### config.mk
export PLATFORM = sky130hd
export DESIGN_NAME = sc_dispatch_ctrl
export DESIGN_NICKNAME = d
export VERILOG_FILES = /design/src/rtl/sc_dispatch_pkg.sv /design/src/rtl/sc_port_decode.sv /design/src/rtl/sc_dispatch_ctrl.sv
export SDC_FILE = /design/constraint.sdc
export NUM_CORES = 1
export LEC_CHECK = 0
export ABC_AREA = 1
export CORE_AREA = 2 2 173 175
export CTS_CLUSTER_DIAMETER = 100
export DETAILED_ROUTE_END_ITERATION = 12
export DIE_AREA = 0 0 175 177
export GPL_ROUTABILITY_DRIVEN = 0
export PLACE_DENSITY = 0.7
export SETUP_SLACK_MARGIN = 0.2
export SLEW_MARGIN = 20
export SYNTH_ARGS = -nofsm -noshare
export SYNTH_HDL_FRONTEND = slang
export SYNTH_SLANG_ARGS = --single-unit
### constraint.sdc
create_clock -name clk -period 3.6 [get_ports clk]
set_input_delay 0.72 -clock clk [delete_from_list [all_inputs] [get_ports clk]]
set_output_delay 0.72 -clock clk [all_outputs]
set_load 0.01 [all_outputs]
### src/rtl/sc_dispatch_pkg.sv
// Shared types and reply codes for the slow-control dispatcher.
// Imported by the dispatcher top and its port decoder.
package sc_dispatch_pkg;

  typedef enum logic [1:0] {
    IDLE = 2'd0,
    WAIT = 2'd1,
    DONE = 2'd2
  } state_t;

  localparam logic [31:0] ERR_NOPORT   = 32'hFFFF_FFFF;
  localparam logic [31:0] ERR_TIMEOUT  = 32'hFFFF_0001;
  localparam logic [31:0] RST_RPLY_ERR = ERR_NOPORT;

endpackage

### src/rtl/sc_port_decode.sv
// Combinational sc_port lookup against the packed port table.
// The lowest matching slave index wins.
module sc_port_decode
  import sc_dispatch_pkg::*;
#(
  parameter int NSLV = 5,
  parameter int IDX_W = 3,
  parameter logic [16*NSLV-1:0] PORTS = '0
) (
  input  logic [15:0]      port,
  output logic             hit,
  output logic [IDX_W-1:0] idx
);

  always_comb begin
    hit = 1'b0;
    idx = '0;
    for (int i = NSLV - 1; i >= 0; i--) begin
      if (PORTS[16*i +: 16] == port) begin
        hit = 1'b1;
        idx = IDX_W'(i);
      end
    end
  end

endmodule

### src/rtl/sc_dispatch_ctrl.sv
// Routes one sc frame to a single slave, guards it with a watchdog
// and returns a registered reply (or an error code) to the master.
module sc_dispatch_ctrl
  import sc_dispatch_pkg::*;
#(
  parameter int NSLV = 5,
  parameter logic [16*NSLV-1:0] PORTS =
    {16'h1798, 16'h1797, 16'h1978, 16'h1977, 16'h1877},
  parameter int TMO_W = 20,
  parameter int TIMEOUT = 100000
) (
  input  logic              clk,
  input  logic              rstn,
  input  logic [15:0]       sc_port,
  input  logic              sc_frame,
  output logic              sc_ack,
  output logic [31:0]       sc_rply_data,
  output logic [31:0]       sc_rply_error,
  output logic [NSLV-1:0]   slv_frame,
  input  logic [NSLV-1:0]   slv_ack,
  input  logic [32*NSLV-1:0] slv_rply_data,
  input  logic [32*NSLV-1:0] slv_rply_error,
  output logic              stat_busy,
  output logic [15:0]       stat_trans_cnt,
  output logic [15:0]       stat_tmo_cnt
);

  localparam int IDX_W = (NSLV > 1) ? $clog2(NSLV) : 1;
  localparam logic [TMO_W-1:0] TMO_LAST = TMO_W'(TIMEOUT - 1);

  state_t            state, state_n;
  logic [IDX_W-1:0]  sel, sel_n, idx;
  logic              hit;
  logic [TMO_W-1:0]  cnt, cnt_n;
  logic [31:0]       data_n, err_n;
  logic [15:0]       trans_n, tmo_n;
  logic [NSLV-1:0]   frame_n;

  sc_port_decode #(
    .NSLV  (NSLV),
    .IDX_W (IDX_W),
    .PORTS (PORTS)
  ) u_decode (
    .port (sc_port),
    .hit  (hit),
    .idx  (idx)
  );

  always_comb begin
    state_n = state;
    sel_n   = sel;
    cnt_n   = cnt;
    data_n  = sc_rply_data;
    err_n   = sc_rply_error;
    trans_n = stat_trans_cnt;
    tmo_n   = stat_tmo_cnt;
    unique case (state)
      IDLE: begin
        if (sc_frame) begin
          if (hit) begin
            sel_n   = idx;
            cnt_n   = '0;
            state_n = WAIT;
          end else begin
            data_n  = '0;
            err_n   = ERR_NOPORT;
            state_n = DONE;
          end
        end
      end
      WAIT: begin
        cnt_n = cnt + 1'b1;
        // abort beats ack, ack beats watchdog
        if (!sc_frame) begin
          state_n = IDLE;
        end else if (slv_ack[sel]) begin
          data_n  = slv_rply_data[32*sel +: 32];
          err_n   = slv_rply_error[32*sel +: 32];
          trans_n = stat_trans_cnt + 1'b1;
          state_n = DONE;
        end else if (cnt == TMO_LAST) begin
          data_n  = '0;
          err_n   = ERR_TIMEOUT;
          tmo_n   = stat_tmo_cnt + 1'b1;
          state_n = DONE;
        end
      end
      DONE: begin
        if (!sc_frame) state_n = IDLE;
      end
      default: state_n = IDLE;
    endcase
    frame_n = '0;
    if (state_n == WAIT) frame_n[sel_n] = 1'b1;
  end

  always_ff @(posedge clk) begin
    if (!rstn) begin
      state          <= IDLE;
      sel            <= '0;
      cnt            <= '0;
      sc_ack         <= 1'b0;
      slv_frame      <= '0;
      sc_rply_data   <= '0;
      sc_rply_error  <= RST_RPLY_ERR;
      stat_busy      <= 1'b0;
      stat_trans_cnt <= '0;
      stat_tmo_cnt   <= '0;
    end else begin
      state          <= state_n;
      sel            <= sel_n;
      cnt            <= cnt_n;
      sc_ack         <= (state_n == DONE);
      slv_frame      <= frame_n;
      sc_rply_data   <= data_n;
      sc_rply_error  <= err_n;
      stat_busy      <= (state_n != IDLE);
      stat_trans_cnt <= trans_n;
      stat_tmo_cnt   <= tmo_n;
    end
  end

endmodule

==> metrics.yaml, run 1 <==
cts_made_buffers: 17
final_cell_mix: "452 x nand2_1, 445 x clkdlybuf4s50_1, 253 x nand3_1"
slew_viol_final: 0
nFillCells: 2965
power.density_nw_per_um2: 307
ys_async_sr_fraction_pct: 0
cp-start-kind: "primary input"
mostFrequentLayoutCell: "nand2_1"
cts_resized: 0
critPathKind: "in2reg"
hold_class: "reg2reg"
timing.final.hold_violations: 0
multi_input_area_um2: 5530
grt_pass1_wl_um: 61700
grt_pass1_vias: 11100
leakagePower_uw: 0.00572
cp-endpoint: "slv_frame[2]"
cts_root_buf: "clkbuf_16"
synth_edf_count: 0
crit_chain: "clkdlybuf4s50_1 > inv_1 > nand2_1 > nor2_1 > nand3_1 > nor2_1 > nor2_1 > nand2_1 > o21ai_4 > buf_4 > nand2_1 > nand3_1 > nor2_1"
r2r-start: "sel[1]"
setup_viol: 0
initial_core_util_pct: 30.4
dieHeight_um: 177
viasPerCell: 5.04
cap_violations: 0
crit_slowest_cell: "clkdlybuf4s50_1"
holdWs_ps: 462
grt_use_total_pct: 25.3
critPathArrivalTime_ps: 2960
synth_seq_cells: 128
wl_per_cell_um: 17.4
clkSinkCount: 128
clockBufferDepth: 2
ios: 447
ys_seq_area_share_pct: 28.8
cpMostUsedCell: "nor2_1"
finalSetupTns_ps: 0
drt-initial-drc-count: 776
relSlewSlack_pct: 37.8
max_stage_delay_ps: 510
yosys-top-cells-area: "dfxtp_1 29%, nand2_1 19%, nand3_1 14%"
period_share_pct: 74.2
cts_max_level: 4
synth_top_cell_area_share_pct: 28.8
clk_pin_slew_worst_paths_ps: 60
yosysWarningCount: 0
synth.distinct_cells: 40
cts_hold_buf: 0
ff2ff_path_depth: 8
worst_pin_slew_ps: 933
synthesis.nets: 1870
fp.dieW_um: 175
hp-start: "sc_rply_error[7]"
clock_skew_ps: 12.2
vias: 11700
die_area_um2: 31000
hpwl_um: 30900
final_antenna_net_count: 0
syn-cell-area_um2: 8900
drc_errors: 0
nets: 2253
cts_tree: "yes"
cp_max_fo: 31
status: "finished clean"
rsz0062_at_grt: "no"
routed_wl_um: 40200
postCtsSetupRepairBufs: 0
grt-ovfl-total: 0
grt_max_degree: 130
grt_antenna_before_repair: 6
syn_to_final_growth_pct: 59.0
first_pass_iters: 5
syn_avg_cell_area_um2: 5.85
rows: 63
seqCellArea_um2: 2570
io_buffers: 446
drive_gt1_share_pct: 3.81
crit_start: "sc_port[13]"
core_area_um2: 29200
worst_r2r_endpoint: "sc_rply_data[15]"
synth_top_flop_cell: "dfxtp_1"
r2r_slack_ps: 1150
synth_top_area_cell: "dfxtp_1"
syn_inst: 1523
layout_min_cycle_time_ps: 2670
peakVddDrop_mv: 0.305
insertion_delay_ps: 420
end_kind: "register"
required_ps: 3890
fmax_mhz: 375
-- critical path, delay by kind of cell --
| kind | cells | cell delay [ps] |
|---|---|---|
| AND/OR/NAND/NOR | 9 | 1070 |
| buffers and inverters | 3 | 940 |
| AO/OA/AOI/OAI | 1 | 240 |
-- report_power, final --
part	switching (µW)	internal, µW	leakage (µW)
registers	50.4	1500	0.00105
logic	439	599	0.00439
clock network	658	1100	0.000283
total	1150	3200	0.00572
-- cell type report --
class / count / share of cell area, %
sequential: 128 / 18.1
inverter: 92 / 2.47
clock inverter: 10 / 0.972
tap: 390 / 3.45
multi-input combinational: 1201 / 39.1
antenna: 2 / 0.0354
clock buffer: 21 / 3.18
timing repair buffer: 466 / 32.7
-- synth_stat cells, types with 2 or more instances --
master	n
nor3_1	24
ha_1	3
nor4_1	5
a31oi_1	6
inv_2	4
dfxtp_1	128
o21a_1	2
buf_6	5
a22o_1	25
nor2_2	3
nor2_4	3
buf_1	14
nor2_1	192
buf_2	36
nand3_1	253
inv_1	87
a22oi_1	7
xnor2_1	4
nor3b_1	5
xor2_1	8
o21ai_0	96
nand3_2	3
o22ai_1	7
nand4_1	14
nand2_1	452
clkbuf_1	46
a21oi_1	78
-- per-layer routing --
metal  routed length (µm)  up-vias  global-route usage, %
li1                     -     5786                      -
met1                17000     5310                   31.1
met2                18700      469                   42.1
met3                 3360       80                   8.03
met4                 1150        6                   8.16
met5                   37        -                      0
-- through the flow --
step / utilization (%) / power, µW / worst slack [ps] / cell area [µm²] / std cells
global placement: 46.4 / 2600 / 609 / 13600 / 2277
finish: 48.4 / 4350 / 930 / 14200 / 2310
CTS: 48.4 / 4390 / 989 / 14200 / 2308
floorplan: - / 1970 / 1520 / 8900 / 1523
global route: 48.4 / 4560 / 681 / 14200 / 2308
detailed placement: 46.4 / 2610 / 545 / 13600 / 2277
-- state kept, by name, summed over array words and instances, names as in the netlist --
register,cells
sel,3
slv_frame,5
stat_busy,1
sc_rply_error,32
sc_ack,1
state,2
sc_rply_data,32
stat_tmo_cnt,16
cnt,20
stat_trans_cnt,16
-- worst min-delay path by stage --
stage	to	slack (ps)	cells past startpoint
floorplan	cnt[3]	450	2
finish	sc_rply_error[7]	460	2
CTS	sc_rply_error[7]	460	2
global placement	sc_rply_error[2]	440	2
global route	sc_rply_error[16]	480	2
detailed placement	sc_rply_error[7]	450	2
-- cells by family (layout without fill, tap and decap cells) --
| family | after synthesis | count (layout) | synth area share (%) |
|---|---|---|---|
| xor gates and xnor gates | 12 | 12 | 1.18 |
| adders and majority gates | 3 | 3 | 0.422 |
| other | 0 | 2 | 0 |
| and+or+nand+nor | 960 | 960 | 46.0 |
| buffers and inverters | 194 | 589 | 9.18 |
| AOI/OAI and AO/OA | 226 | 226 | 14.5 |
| DFF | 128 | 128 | 28.8 |
Note: power is estimated with default switching activity, not from simulation.
==> run 2, diff against run 1 <==
--- a/config.mk
+++ b/config.mk
@@ -11,7 +11,7 @@
 export DETAILED_ROUTE_END_ITERATION = 12
 export DIE_AREA = 0 0 175 177
 export GPL_ROUTABILITY_DRIVEN = 0
-export PLACE_DENSITY = 0.7
+export PLACE_DENSITY = 0.72
 export SETUP_SLACK_MARGIN = 0.2
 export SLEW_MARGIN = 20
 export SYNTH_ARGS = -nofsm -noshare
==> constraint.sdc (replaced) <==
create_clock -name clk -period 2.25 [get_ports clk]
set_input_delay 0.45 -clock clk [delete_from_list [all_inputs] [get_ports clk]]
set_output_delay 0.45 -clock clk [all_outputs]
set_load 0.01 [all_outputs]
==> run 2 against run 1 <==
First-iteration DRC count increased by 5.9%. Critical endpoint is now sc_rply_data[15]. Highest routed layer unchanged. Critical path type is now reg2reg. Largest power group unchanged. Hold slack got worse by 42 ps. Clock power increased by 66%. Clock skew increased by 2.0 ps. Via count increased by 3.8%. Critical path depth increased by 1.
==> metrics.yaml, run 2 (synthesized netlist as in run 1, its figures left out) <==
final_cell_mix: "448 x nand2_1, 429 x clkdlybuf4s50_1, 249 x nand3_1"  # was 452 x nand2_1, 445 x clkdlybuf4s50_1, 253 x nand3_1
ios: 447  # unchanged
cts_tree: "yes"  # unchanged
worst_pin_slew_ps: 692  # was 933 ps
core_area_um2: 29200  # unchanged
cts_max_level: 4  # unchanged
cap_violations: 0  # unchanged
nets: 2314  # was 2,253
peakVddDrop_mv: 0.509  # was 0.305 mV
reg.largest.list: "sc_rply_data x32, sc_rply_error x32, cnt x20"  # unchanged
clkSinkCount: 128  # unchanged
cts_root_buf: "clkbuf_16"  # unchanged
syn_to_final_growth_pct: 70.9  # was 59.0%
first_pass_iters: 5  # unchanged
drive_gt1_share_pct: 8.43  # was 3.81%
dp.cells: 2318  # was 2,277
fmax_mhz: 510
critPathArrivalTime_ps: 2270  # was 2960 ps
setup_slack_ps: 290  # was 930 ps
grt_antenna_before_repair: 2  # was 6
multi_input_area_um2: 5660  # was 5530 µm²
end_kind: "register"  # unchanged
fin_cells: 2371  # was 2,310
grt_max_degree: 69  # was 130
final_antenna_net_count: 0  # unchanged
period_share_pct: 87.1
drc_errors: 0  # unchanged
vias: 12100  # was 11.7k
layout_min_cycle_time_ps: 1960
relSlewSlack_pct: 53.8  # was 37.8%
drt-initial-drc-count: 822  # was 776
nFillCells: 2823  # was 2,965
power_uw: 7350  # was 4350 µW
utilization_pct: 52.0  # was 48.4%
slew_viol_final: 0  # unchanged
cts_hold_buf: 0  # unchanged
viasPerCell: 5.10  # was 5.04
cts_made_buffers: 17  # unchanged
r2r_slack_ps: 290  # was 1150 ps
clock_skew_ps: 14.2  # was 12.2 ps
routed_wl_um: 42400  # was 40,200 µm
holdWs_ps: 419  # was 462 ps
hpwl_um: 31800  # was 30,900 µm
status: "finished clean"  # unchanged
setup_viol: 0  # unchanged
insertion_delay_ps: 420  # about the same
initial_core_util_pct: 30.4  # unchanged
clk_pin_slew_worst_paths_ps: 60  # about the same
seqCellArea_um2: 2580  # was 2570 µm²
rsz0062_at_grt: "no"  # unchanged
power.density_nw_per_um2: 483  # was 307 nW/µm²
mostFrequentLayoutCell: "nand2_1"  # unchanged
wl_per_cell_um: 17.9  # was 17.4 µm
leakagePower_uw: 0.00634  # was 0.00572 µW
clockBufferDepth: 2  # unchanged
fp.dieW_um: 175  # unchanged
critPathKind: "reg2reg"  # was in2reg
cp-start-kind: "register"  # was primary input
hold_class: "in2reg"  # was reg2reg
dieHeight_um: 177  # unchanged
timing.final.hold_violations: 0  # unchanged
required_ps: 2560  # was 3890 ps
grt_pass1_vias: 11500  # was 11.1k
rows: 63  # unchanged
grt-ovfl-total: 0  # unchanged
grt_pass1_wl_um: 62900  # was 61,700 µm
pre_cts_ws_ps: -289  # was 545 ps
cp_max_fo: 13  # was 31
grt_use_total_pct: 25.9  # was 25.3%
die_area_um2: 31000  # unchanged
io_buffers: 446  # unchanged
run 2: what timing repair did:
item | in CTS | in global routing
pin swaps | 5 | 18
setup endpoints to repair | 64 | 84
gates resized for setup | 19 | 48
setup buffers | 5 | 5
cloned | 3 | 7
run 2: report_power, final:
part | total [µW] | internal, µW | switching, µW
Clock | 2930 | 1750 | 1180
Sequential | 2470 | 2390 | 81.2
Combinational | 1950 | 1160 | 789
run 2: critical path, stage by stage, from the launching register on:
cell and delay [ps]:
dfxtp_4 430, inv_6 80, nand2_1 60, nand3_1 90
nand3_2 110, o21ai_4 70, inv_4 100, nand2_2 70
nor2_4 110, nor2_4 50, buf_12 150, buf_12 140
clkbuf_16 170, a21oi_1 140, nor2_1 50
run 2: layout make-up:
cell class                 count  area share [%]
tap                          390            3.21
clock buffer                  20            3.07
timing repair buffer         527            36.3
antenna                        1          0.0164
clock inverter                12           0.970
sequential                   128            16.9
inverter                      92            2.32
multi-input combinational   1201            37.2
run 2: stage by stage:
step | cell area, µm² | TNS (ps)
6_report | 15200 | 0
5_1_grt | 15200 | 0
4_1_cts | 14800 | 0
3_5_place_dp | 14000 | -17400
3_3_place_gp | 14000 | -9550
2_1_floorplan | 8900 | 0
run 2: worst paths after layout:
path,cells past startpoint,end,start
max reg2reg,14,sc_rply_data[15],sel[0]
min reg2reg,2,sc_rply_error[23],sc_rply_error[23]
min,2,sc_rply_error[0],rstn
max,14,sc_rply_data[15],sel[0]
run 2: layer usage:
layer,vias up,part of all wire (%),global-route usage [%]
li1,5934,-,-
met1,5526,42,32.1
met2,550,48,43.9
met3,79,7.8,5.91
met4,2,2.9,9.62
met5,-,0.031,0
==> run 3, diff against run 2 <==
--- a/config.mk
+++ b/config.mk
@@ -6,12 +6,13 @@
 export NUM_CORES = 1
 export LEC_CHECK = 0
 export ABC_AREA = 1
-export CORE_AREA = 2 2 173 175
+export CORE_AREA = 2 2 175 177
 export CTS_CLUSTER_DIAMETER = 100
 export DETAILED_ROUTE_END_ITERATION = 12
-export DIE_AREA = 0 0 175 177
+export DIE_AREA = 0 0 177 179
+export DONT_BUFFER_PORTS = 1
 export GPL_ROUTABILITY_DRIVEN = 0
-export PLACE_DENSITY = 0.72
+export PLACE_DENSITY = 0.51
 export SETUP_SLACK_MARGIN = 0.2
 export SLEW_MARGIN = 20
 export SYNTH_ARGS = -nofsm -noshare
==> constraint.sdc (replaced) <==
create_clock -name clk -period 1.7 [get_ports clk]
set_input_delay 0.34 -clock clk [delete_from_list [all_inputs] [get_ports clk]]
set_output_delay 0.34 -clock clk [all_outputs]
set_load 0.01 [all_outputs]
==> run 3 against run 2 <==
The flow now finishes with violations (negative setup slack). Clock skew about the same. Critical path depth down 1. Utilization shrank 11 points.
==> metrics.yaml, run 3 (synthesized netlist as in run 1, its figures left out) <==
clockBufferDepth: 2  # unchanged
setup_slack_ps: -176  # was 290 ps
clk_pin_slew_worst_paths_ps: 70  # was 60 ps
hp-start: "rstn"  # unchanged
hold_class: "in2reg"  # unchanged
worst_pin_slew_ps: 417  # was 692 ps
path_delay_family: "simple AND/OR/NAND/NOR gates"  # was buffers and inverters
insertion_delay_ps: 430  # was 420 ps
power.density_nw_per_um2: 717  # was 483 nW/µm²
holdWs_ps: 56.6  # was 419 ps
syn_to_final_growth_pct: 37.6  # was 70.9%
max_stage_delay_ps: 350  # was 430 ps
met1_usage_pct: 28.8  # was 32.1%
grt_pass1_vias: 9814  # was 11.5k
busiest_layer: "met2"  # unchanged
grt_antenna_before_repair: 2  # unchanged
initial_core_util_pct: 29.7  # was 30.4%
critPathKind: "reg2reg"  # unchanged
met2_usage_pct: 38.3  # was 43.9%
first_pass_iters: 7  # was 5
wl_per_cell_um: 19.5  # was 17.9 µm
power_uw: 8780  # was 7350 µW
fp.dieW_um: 177  # was 175 µm
cap_violations: 0  # unchanged
grt_use_total_pct: 23.5  # was 25.9%
violations: "negative setup slack"
crit_slowest_cell: "dfxtp_2"  # was dfxtp_4
critPathArrivalTime_ps: 2180  # was 2270 ps
timing.final.hold_violations: 0  # unchanged
dieHeight_um: 179  # was 177 µm
cts_tree: "yes"  # unchanged
final_antenna_net_count: 0  # unchanged
die_area_um2: 31700  # was 31,000 µm²
utilization_pct: 40.8  # was 52.0%
viasPerCell: 5.30  # was 5.10
cp-start-kind: "register"  # unchanged
r2r-start: "cnt[1]"  # was sel[0]
hpwl_um: 28900  # was 31,800 µm
clkSinkCount: 128  # unchanged
ff2ff_path_depth: 13  # was 14
ios: 447  # unchanged
drt-initial-drc-count: 853  # was 822
path_buf_inv: 3  # was 5
grt_max_degree: 88  # was 69
required_ps: 2010  # was 2560 ps
routed_wl_um: 39400  # was 42,400 µm
whs_endpoint: "stat_tmo_cnt[10]"  # was sc_rply_error[0]
mostFrequentLayoutCell: "nand2_1"  # unchanged
rsz0062_at_grt: "yes"  # was no
end_kind: "register"  # unchanged
clock_skew_ps: 14.0  # was 14.2 ps
fmax_mhz: 533  # was 510 MHz
io_buffers: 0  # was 446
peakVddDrop_mv: 0.649  # was 0.509 mV
relSlewSlack_pct: 72.2  # was 53.8%
nets: 1961  # was 2,314
grt-ovfl-total: 0  # unchanged
reg.largest.list: "sc_rply_data x32, sc_rply_error x32, cnt x20"  # unchanged
crit_chain: "ha_4 > nand3_4 > nor2_4 > nand3_2 > nor3_4 > nor2_2 > nor2_4 > buf_12 > buf_12 > clkbuf_16 > nand3_1 > nand2_1 > nor2_1"  # was inv_6 > nand2_1 > nand3_1 > nand3_2 > o21ai_4 > inv_4 > nand2_2 > nor2_4 > nor2_4 > buf_12 > buf_12 > clkbuf_16 > a21oi_1 > nor2_1
period_share_pct: 110  # was 87.1%
cts_root_buf: "clkbuf_16"  # unchanged
cts_hold_buf: 0  # unchanged
vias: 10700  # was 12.1k
drive_gt1_share_pct: 23.9  # was 8.43%
core_area_um2: 30000  # was 29,200 µm²
layout_min_cycle_time_ps: 1880  # was 1960 ps
final_cell_mix: "431 x nand2_1, 220 x nand3_1, 165 x nor2_1"  # was 448 x nand2_1, 429 x clkdlybuf4s50_1, 249 x nand3_1
setup_viol: 78  # was 0
leakagePower_uw: 0.00514  # was 0.00634 µW
cts_made_buffers: 17  # unchanged
grt_pass1_wl_um: 57000  # was 62,900 µm
cts_max_level: 4  # unchanged
hold_depth: 2  # unchanged
rows: 64  # was 63
cp_max_fo: 8  # was 13
drc_errors: 0  # unchanged
worst_r2r_endpoint: "sc_rply_data[26]"  # was sc_rply_data[15]
r2r_slack_ps: -180  # was 290 ps
status: "finished with violations"  # was finished clean
met3_usage_pct: 7.72  # was 5.91%
slew_viol_final: 0  # unchanged
-- run 3: cell types whose count changed in the layout (fill, tap and decap cells not counted), sizes merged --
cell           previous run  this run
buf                      75       172
bufinv                    2         4
clkbuf                   27        19
clkdlybuf4s50           429         0
dlygate4sd2               1         0
dlymetal6s2s             15         0
-- run 3: layout make-up --
cell class | instances | area [µm²]
Multi-Input combinational cell | 1201 | 6300
Sequential cell | 128 | 2590
Clock buffer | 17 | 425
Tap cell | 396 | 495
Clock inverter | 14 | 204
Timing Repair Buffer | 174 | 1860
Antenna cell | 1 | 2.50
Inverter | 92 | 378
Fill cell | 3199 | 17800
-- run 3: metrics by stage --
step	worst slack, ps	setup TNS (ps)	instance area (µm²)	std cells
global route	-290	-19220	12300	2022
floorplan	-56.1	-2970	9140	1523
global placement	-235	-15440	10400	1959
CTS	-136	-7160	11800	2009
finish	-176	-9430	12300	2023
detailed placement	-300	-20540	10400	1959
-- run 3: what timing repair did --
item                                    4_1_cts  5_1_grt
cloned                                        5        3
buffers inserted                             14       10
endpoints found under the hold margin         0        0
endpoints found under the setup margin      119      121
resized for setup                           144       81
pin swaps                                    48       27
-- run 3: routing by layer --
layer / routed length (µm) / part of all wire, %
met4: 1200 / 3.0
met2: 18200 / 46
met5: 11 / 0.028
met3: 3610 / 9.2
met1: 16300 / 41
-- run 3: power breakdown --
group	total [µW]	internal (µW)	switching [µW]	leakage, µW
combinational	1320	597	720	0.00378
clock	4060	2480	1580	0.000303
sequential	3410	3170	238	0.00105
total	8780	6250	2540	0.00514
-- run 3: worst max path at each step --
| stage | endpoint | start | slack (ps) | cells after the start |
|---|---|---|---|---|
| CTS | sc_rply_data[28] | cnt[1] | -140 | 12 |
| detailed placement | sc_rply_data[15] | sc_port[0] | -300 | 14 |
| global placement | sc_rply_data[15] | sc_port[0] | -230 | 14 |
| finish | sc_rply_data[26] | cnt[1] | -180 | 13 |
| floorplan | sc_rply_data[14] | cnt[1] | -60 | 12 |
| global route | sc_rply_data[30] | cnt[1] | -290 | 13 |
==> RTL change, RTL diff (config.mk and constraints of run 3) <==
Register the output `stat_tmo_cnt` once more, without a reset; this adds one clock of latency there. The other outputs are not delayed to match.
--- a/src/rtl/sc_dispatch_ctrl.sv
+++ b/src/rtl/sc_dispatch_ctrl.sv
@@ -30,2 +30,4 @@
 
+  logic [15:0] stat_tmo_cnt_s0;
+
   state_t            state, state_n;
@@ -55,3 +57,3 @@
     trans_n = stat_trans_cnt;
-    tmo_n   = stat_tmo_cnt;
+    tmo_n   = stat_tmo_cnt_s0;
     unique case (state)
@@ -83,3 +85,3 @@
           err_n   = ERR_TIMEOUT;
-          tmo_n   = stat_tmo_cnt + 1'b1;
+          tmo_n   = stat_tmo_cnt_s0 + 1'b1;
           state_n = DONE;
@@ -107,3 +109,3 @@
       stat_trans_cnt <= '0;
-      stat_tmo_cnt   <= '0;
+      stat_tmo_cnt_s0 <= '0;
     end else begin
@@ -118,4 +120,8 @@
       stat_trans_cnt <= trans_n;
-      stat_tmo_cnt   <= tmo_n;
+      stat_tmo_cnt_s0 <= tmo_n;
     end
+  end
+
+  always_ff @(posedge clk) begin
+    stat_tmo_cnt <= stat_tmo_cnt_s0;
   end
Behaviour: no difference found for any inputs over 4 cycles, from zero or initial values and one cycle with rstn low; that may be too few to reach the edited logic, so the function may still have changed.
==> RTL change against run 3 <==
The run still ends with setup timing left; worst setup slack worse by 0.050 ns; sequential share of layout area is 2.9 points higher; die area stayed put; clock skew is 0.0051 ns higher; power increased by 1.1%; non-clock buffer count decreased by 19; synthesized area is 2.5% higher; combinational power hardly changed; sequential power is 13% higher; routed wire length increased by 15%; global-route usage rose by 3.7 points; design area fell by 1.6%; critical path depth down 5; sequential cell count increased by 16; largest cell class unchanged.
==> RTL change: results (changes against run 3) <==
* Failing checks: setup timing (unchanged)
* Global-route wire length before repair at 63.6 mm (was 57.0 mm)
* Largest cells by area after synthesis: dfxtp_1 (32%), nand2_1 (18%), nand3_1 (14%), nor2_1 (7.6%), o21ai_0 (4.8%) (was dfxtp_1 (29%), nand2_1 (19%), nand3_1 (14%), nor2_1 (8.1%), o21ai_0 (5.4%))
* Metal3 WL at 5.33 mm (was 3.61 mm)
* Number of gates resized after CTS at 145 (was 144)
* R2R Path End: sc_rply_data[5] (was sc_rply_data[26])
* Synth Area per Inst at 6.00 um2 (was 5.85 um2)
* Worst R2R Path Depth at 8 (was 13)
* Arr. time, crit path at 2.28 ns (was 2.18 ns)
* Initial antenna violation count at 21 (was 2)
* Hold_ws at 0.0277 ns (was 0.0566 ns)
* Status: finished, violations left (unchanged)
* Via count normalized by instance count at 5.43 (was 5.30)
* Worst Skew at 0.0191 ns (was 0.0140 ns)
* Yosys cell types at 38 (was 40)
* Met1 usage at 0.351 (was 0.288)
* GR Util met2 at 0.412 (was 0.383)
* Worst min-delay path endpoint: stat_tmo_cnt_s0[5] (was stat_tmo_cnt[10])
* Fill count at 3211 (was 3199)
* Post-CTS Setup Bufs at 17 (was 14)
* Final WS setup at -0.226 ns (was -0.176 ns)
* Share of cells above drive strength 1 at 0.216 (was 0.239)
* Crit Path Max Fanout at 46 (was 8)
* Maximum vdd drop at 691 uV (was 649 uV)
* Largest stage delay, worst path at 0.42 ns (was 0.35 ns)
* Pre-CTS setup slack at -0.311 ns (was -0.300 ns)
* Complex-gate fraction of the synthesized area at 0.138 (was 0.145)
* XOR/XNOR share of the synthesized area at 0.0153 (was 0.0118)
* Slew @ Worst Pin at 0.503 ns (was 0.417 ns)
* Area Growth Syn to Fin at 32.1% (was 37.6%)
* Final setup viols at 91 (was 78)
* Iter 0 DRT Violations at 843 (was 853)
* Routed met2 length at 19.4 mm (was 18.2 mm)
[RTL change: changes by cell type after synthesis, moves of 4 or more]
cell and change:
a21oi_1 -6, a22o_1 -4, a22oi_1 +4, buf_1 -8
buf_4 +4, clkbuf_1 +9, dfxtp_1 +16, inv_1 -6
nor2_1 -7, o21ai_0 -8, o21ai_1 +9, o22ai_1 +4
[RTL change: power by group]
group	internal [W]	total [W]	leakage, nW	switching, W
Sequential	0.00356	0.00385	1.18	0.000295
Clock	0.00197	0.00370	0.271	0.00173
Combinational	0.000568	0.00132	3.60	0.000757
[RTL change: final cells by class]
| type | count | area share |
|---|---|---|
| Antenna cell | 15 | 0.00311 |
| Clock buffer | 18 | 0.0364 |
| Clock inverter | 14 | 0.0104 |
| Inverter | 87 | 0.0295 |
| Multi-Input combinational cell | 1188 | 0.511 |
| Sequential cell | 144 | 0.240 |
| Tap cell | 396 | 0.0411 |
| Timing Repair Buffer | 155 | 0.128 |
| Timing Repair inverter | 1 | 0.000622 |
